**src/rtl/huffman_encoder.sv**
```systemverilog
// Serial Huffman encoder: table code bits then coefficient magnitude bits,
// MSB first, on a one-bit valid/ready stream.
module huffman_encoder #(
  parameter int NUM_ENTRIES  = 53,
  parameter int MAX_CODE_LEN = 16
) (
  input  logic        phi1,
  input  logic        reset_s1,
  input  logic        tbl_we_s1,
  input  logic [5:0]  tbl_addr_s1,
  input  logic [15:0] tbl_code_s1,
  input  logic [4:0]  tbl_len_s1,
  input  logic        sym_valid_s1,
  output logic        sym_ready_s1,
  input  logic [5:0]  sym_index_s1,
  input  logic [14:0] sym_coeff_s1,
  input  logic [3:0]  sym_size_s1,
  output logic        bit_out_s1,
  output logic        bit_valid_s1,
  input  logic        bit_ready_s1,
  output logic        err_s1,
  output logic        busy_s1
);

  localparam logic [5:0] LP_NENT = 6'(NUM_ENTRIES);
  localparam logic [4:0] LP_MAXL = 5'(MAX_CODE_LEN);

  typedef enum logic [1:0] {
    S_IDLE,
    S_CODE,
    S_COEFF
  } state_t;

  logic [4:0]  r_len_tab  [0:NUM_ENTRIES-1];
  logic [15:0] r_code_tab [0:NUM_ENTRIES-1];

  state_t      r_state;
  logic [3:0]  r_cnt;
  logic [15:0] r_code;
  logic [14:0] r_coeff;
  logic [3:0]  r_size;
  logic        r_out;
  logic        r_valid;
  logic        r_ready;
  logic        r_err;
  logic        r_busy;

  logic        w_tbl_wr;
  logic        w_idx_ok;
  logic [4:0]  w_len;
  logic [15:0] w_lcode;
  logic        w_bad;
  logic [3:0]  w_len_m1;
  logic        w_accept;
  logic [3:0]  w_cnt_m1;
  logic [3:0]  w_size_m1;

  assign w_tbl_wr = tbl_we_s1 &&
                    (tbl_addr_s1 < LP_NENT);
  assign w_idx_ok = sym_index_s1 < LP_NENT;

  // Lookup reads the pre-edge table, so a same-edge write is not seen.
  assign w_len   = w_idx_ok ?
                   r_len_tab[sym_index_s1] : 5'd0;
  assign w_lcode = w_idx_ok ?
                   r_code_tab[sym_index_s1] : 16'd0;

  assign w_bad = !w_idx_ok ||
                 (w_len == 5'd0) ||
                 (w_len > LP_MAXL);

  // len 16 wraps to 0 in four bits, giving 15 as expected.
  assign w_len_m1  = w_len[3:0] - 4'd1;
  assign w_cnt_m1  = r_cnt - 4'd1;
  assign w_size_m1 = r_size - 4'd1;

  assign sym_ready_s1 = r_ready && !reset_s1;
  assign w_accept     = sym_valid_s1 &&
                        sym_ready_s1;

  assign bit_out_s1   = r_out;
  assign bit_valid_s1 = r_valid;
  assign err_s1       = r_err;
  assign busy_s1      = r_busy;

  always_ff @(posedge phi1) begin
    if (reset_s1) begin
      for (int i = 0; i < NUM_ENTRIES; i++)
        r_len_tab[i] <= 5'd0;
    end else if (w_tbl_wr) begin
      r_len_tab[tbl_addr_s1] <= tbl_len_s1;
    end
  end

  always_ff @(posedge phi1) begin
    if (w_tbl_wr)
      r_code_tab[tbl_addr_s1] <= tbl_code_s1;
  end

  always_ff @(posedge phi1) begin
    if (w_accept) begin
      r_code  <= w_lcode;
      r_coeff <= sym_coeff_s1;
      r_size  <= sym_size_s1;
    end
  end

  always_ff @(posedge phi1) begin
    if (reset_s1) begin
      r_state <= S_IDLE;
      r_cnt   <= 4'd0;
      r_out   <= 1'b0;
      r_valid <= 1'b0;
      r_ready <= 1'b1;
      r_err   <= 1'b0;
      r_busy  <= 1'b0;
    end else begin
      r_err <= 1'b0;
      unique case (r_state)
        S_IDLE: begin
          if (w_accept) begin
            if (w_bad) begin
              r_err <= 1'b1;
            end else begin
              r_state <= S_CODE;
              r_cnt   <= w_len_m1;
              r_out   <= w_lcode[w_len_m1];
              r_valid <= 1'b1;
              r_ready <= 1'b0;
              r_busy  <= 1'b1;
            end
          end
        end
        S_CODE: begin
          if (bit_ready_s1) begin
            if (r_cnt != 4'd0) begin
              r_cnt <= w_cnt_m1;
              r_out <= r_code[w_cnt_m1];
            end else if (r_size != 4'd0) begin
              r_state <= S_COEFF;
              r_cnt   <= w_size_m1;
              r_out   <= r_coeff[w_size_m1];
            end else begin
              r_state <= S_IDLE;
              r_out   <= 1'b0;
              r_valid <= 1'b0;
              r_ready <= 1'b1;
              r_busy  <= 1'b0;
            end
          end
        end
        S_COEFF: begin
          if (bit_ready_s1) begin
            if (r_cnt != 4'd0) begin
              r_cnt <= w_cnt_m1;
              r_out <= r_coeff[w_cnt_m1];
            end else begin
              r_state <= S_IDLE;
              r_out   <= 1'b0;
              r_valid <= 1'b0;
              r_ready <= 1'b1;
              r_busy  <= 1'b0;
            end
          end
        end
        default: begin
          r_state <= S_IDLE;
          r_out   <= 1'b0;
          r_valid <= 1'b0;
          r_ready <= 1'b1;
          r_busy  <= 1'b0;
        end
      endcase
    end
  end

endmodule

```
**config.mk**
```make
export PLATFORM = sky130hd
export DESIGN_NAME = huffman_encoder
export DESIGN_NICKNAME = d
export VERILOG_FILES = /design/src/rtl/huffman_encoder.sv
export SDC_FILE = /design/constraint.sdc
export NUM_CORES = 1
export LEC_CHECK = 0
export CAP_MARGIN = 20
export CORE_MARGIN = 3
export CORE_UTILIZATION = 38
export CTS_BUF_LIST = sky130_fd_sc_hd__clkbuf_16
export CTS_CLUSTER_SIZE = 25
export DETAILED_ROUTE_END_ITERATION = 10
export PLACE_DENSITY = 0.55
export SLEW_MARGIN = 5
export SYNTH_ARGS = -nofsm -noshare
export SYNTH_HDL_FRONTEND = slang
export SYNTH_SLANG_ARGS = --single-unit
```
**constraint.sdc**
```tcl
create_clock -name phi1 -period 11.28 [get_ports phi1]
set_input_delay 2.82 -clock phi1 [delete_from_list [all_inputs] [get_ports phi1]]
set_output_delay 2.82 -clock phi1 [all_outputs]
set_load 0.005 [all_outputs]
```
==> flow_metrics.py <==
metrics = {
    "status": {
        "status": "complete, no violations",
    },
    "synthesis": {
        "yosys_warnings": 0,
        "synthArstFlopShare": 0,
        "synth-edff-count": 1170,
        "synth-seq-cells": 1180,
        "syn_inst": 2637,
        "avgSynthCellArea_sq_um": 18.5,
        "ys_types": 68,
        "ys_seq_area_frac": 0.724,
        "synthesis.area_sq_um": 48800,
        "synth_ff_type": "edfxtp_1",
    },
    "setup_path": {
        "critical_path.top_delay_family": "buffers and inverters",
        "cp_slowest_cell": "buf_4",
        "worstPathBufferInverterCount": 3,
        "startpoint_type": "input port",
        "criticalPathCategory": "input port to flip-flop",
        "critPathCaptureType": "flip-flop",
        "required_ns": 11.83,
        "crit_arrival_ns": 7.70,
        "critPathMaxStageDelay_ns": 0.69,
        "crit_chain": "buf_8 -> buf_4 -> buf_12 -> mux4_2 -> a22oi_1 -> nand3_1 -> a32oi_1 -> ha_1 -> o21ai_0 -> o21ai_1 -> a41oi_2 -> nor4_4 -> mux2i_1 -> nor2_1",
        "worstPathMaxFanout": 99,
        "r2r_start": "r_len_tab[2][0]",
        "setup.worst_path.start": "sym_index_s1[1]",
    },
    "floorplan": {
        "io_pins": 62,
        "core_sq_um": 127000,
        "std_cell_rows": 130,
        "fp.dieW_microns": 364,
        "start_util": 0.386,
        "dieArea_sq_um": 133000,
        "die_h_microns": 364,
    },
    "final_layout": {
        "ff_latch_area_sq_um": 35300,
        "drive_gt1_frac": 0.231,
        "nets": 2814,
        "final_cell_area_sq_um": 55500,
        "area_growth_pct": 13.6,
        "fillers": 10900,
        "multi_input_comb_area_sq_um": 12900,
    },
    "timing": {
        "rsz0062_at_grt": "no",
        "skew_ns": 0.0262,
        "finalCritPeriodShare": 0.633,
        "drv_slew": 0,
        "hold_ws_ns": 0.523,
        "tightest_slew_ns": 1.14,
        "period_needed_ns": 7.14,
        "setup-tns-final_ns": 0,
        "fmax_ghz": 0.140,
        "relSlewSlack": 0.240,
        "hold_viol": 0,
        "setup_violations": 0,
    },
    "hold_path": {
        "min_path_type": "flip-flop to flip-flop",
        "hp-start": "r_cnt[3]",
    },
    "pwr": {
        "leakage_nw": 18.4,
        "ir_worst_vdd_mv": 0.133,
        "p_per_area_nw_per_um2": 177,
        "finalPower_mw": 9.83,
    },
    "grt": {
        "met2_usage": 0.342,
        "grt-busiest-layer": "met2",
        "use_met3": 0.0353,
        "first_global_vias": 26000,
        "grt_usage": 0.209,
        "overflow": 0,
        "grt_max_degree": 103,
        "met1_usage": 0.291,
        "grt_pass1_wl_mm": 197,
        "antenna_found_initial": 6,
    },
    "clocking": {
        "cts_hold_buffers": 0,
        "clk_path_buf_depth": 3,
        "htree_levels": 3,
        "clkSinkCount": 1180,
        "cts_inserted_buffers": 120,
        "post-cts-setup-buffer-count": 0,
        "clock_latency_ns": 0.72,
        "cts_tree": "yes",
        "clk_pin_slew_worst_paths_ns": 0.06,
        "cts_resized": 0,
        "root_buffer": "clkbuf_16",
    },
    "route": {
        "antenna_left": 0,
        "viasPerCell": 5.72,
        "avgRoutedWirePerCell_microns": 30.9,
        "first_pass_iters": 5,
        "drcViolationCount": 0,
        "num_vias": 25700,
        "drt-initial-drc-count": 3158,
        "totalWireLength_mm": 139,
    },
    "placement": {
        "dp_hpwl_mm": 83.6,
        "gp_congestion": 0.826,
        "dpl-instance-area_sq_um": 51300,
        "numPortBuffers": 61,
    },
    "run": {
        "drv_cap": 0,
    },
}
## layer usage
layer / share of wire / vias to the layer above / wire length (microns)
met3: 0.068 / 199 / 9470
met2: 0.49 / 999 / 67800
li1: - / 10800 / -
met5: 0 / - / 0
met4: 0.027 / 0 / 3770
met1: 0.42 / 13700 / 57900
## Yosys cell counts (all sizes together) (2+ instances only)
master | number | area, sq um
a211o | 5 | 43.8
a211oi | 18 | 135
a21oi | 42 | 210
a221oi | 14 | 129
a22o | 5 | 43.8
a22oi | 15 | 113
a311oi | 3 | 26.3
a31oi | 11 | 75.1
a32oi | 4 | 35.0
and2 | 174 | 1090
and3 | 102 | 638
buf | 78 | 557
clkbuf | 86 | 323
dfxtp | 10 | 200
edfxtp | 1170 | 35100
ha | 10 | 125
inv | 20 | 75.1
mux2 | 14 | 158
mux2i | 123 | 1230
mux4 | 270 | 6080
nand2 | 106 | 398
nand2b | 19 | 119
nand3 | 21 | 105
nand3b | 2 | 15.0
nand4 | 7 | 43.8
nor2 | 110 | 413
nor2b | 22 | 138
nor3 | 24 | 120
nor3b | 5 | 37.5
nor4 | 3 | 40.0
o211ai | 9 | 67.6
o21ai | 25 | 125
o221ai | 8 | 70.1
o22ai | 14 | 87.6
o311ai | 2 | 17.5
o41ai | 3 | 33.8
or2 | 56 | 350
or3 | 4 | 25.0
or3b | 3 | 26.3
or4 | 2 | 15.0
xnor2 | 6 | 60.1
## worst paths after layout
path,to,slack [ns],depth (start not counted)
worst min register to register,r_cnt[3],0.52,2
worst min-delay path,r_cnt[3],0.52,2
worst max-delay path,r_cnt[2],4.14,14
worst max register to register,r_cnt[2],6.95,13
## report_power, final
part | total (mW) | switching [mW] | internal, mW
Sequential | 4.99 | 0.0543 | 4.93
Clock | 3.91 | 1.68 | 2.23
Combinational | 0.936 | 0.571 | 0.366
Total | 9.83 | 2.30 | 7.53
## worst reg2reg max path: cells and delay by family (launching register included)
family                     cells  cell delay, ns
adders and majority gates      1            0.23
AOI/OAI and AO/OA              6            1.75
and+or+nand+nor                4            1.02
DFF                            1            0.40
muxes                          2            0.79
## state kept, by name, indices dropped and copies added (netlist names)
signal and flops:
r_len_tab 287, r_cnt 4, r_code_tab 848, r_state 2
r_coeff 15, r_ready 1, r_size 4, bit_out_s1 1
busy_s1 1, err_s1 1, r_code 16
## per-stage QoR
step,instances,setup slack [ns],utilization
floorplan,2658,4.98,-
global placement,4259,3.36,0.405
detailed placement,4261,3.34,0.406
CTS,4484,4.11,0.436
global route,4498,3.82,0.438
finish,4499,4.14,0.438
## cell families (layout without fill, tap and decap cells)
kind of cell	count (synthesis)	count (layout)	share of synthesized area
DFF	1180	1180	0.724
muxes	407	407	0.153
and+or+nand+nor	661	661	0.0733
xor gates and xnor gates	6	6	0.00123
AOI/OAI and AO/OA	187	187	0.0266
other	1	23	0.0000768
adders and majority gates	10	10	0.00256
buffers and inverters	185	375	0.0196
## layout make-up
type | count | area share
multi-input combinational | 1293 | 0.232
inverter | 21 | 0.00142
sequential | 1180 | 0.637
tap | 1650 | 0.0372
clock inverter | 102 | 0.0149
timing repair buffer | 131 | 0.0227
clock buffer | 121 | 0.0546
antenna | 1 | 0.0000451
## cells in the final DEF (no fill, tap or decap), drive strengths merged, types with 48 or more instances in the layout
cell type and n:
and2 174, and3 102, buf 94, clkbuf 121
clkinv 59, edfxtp 1170, inv 48, mux2i 123
mux4 270, nand2 106, nor2 110, or2 56
No activity file was read; power rests on OpenSTA's default activity.
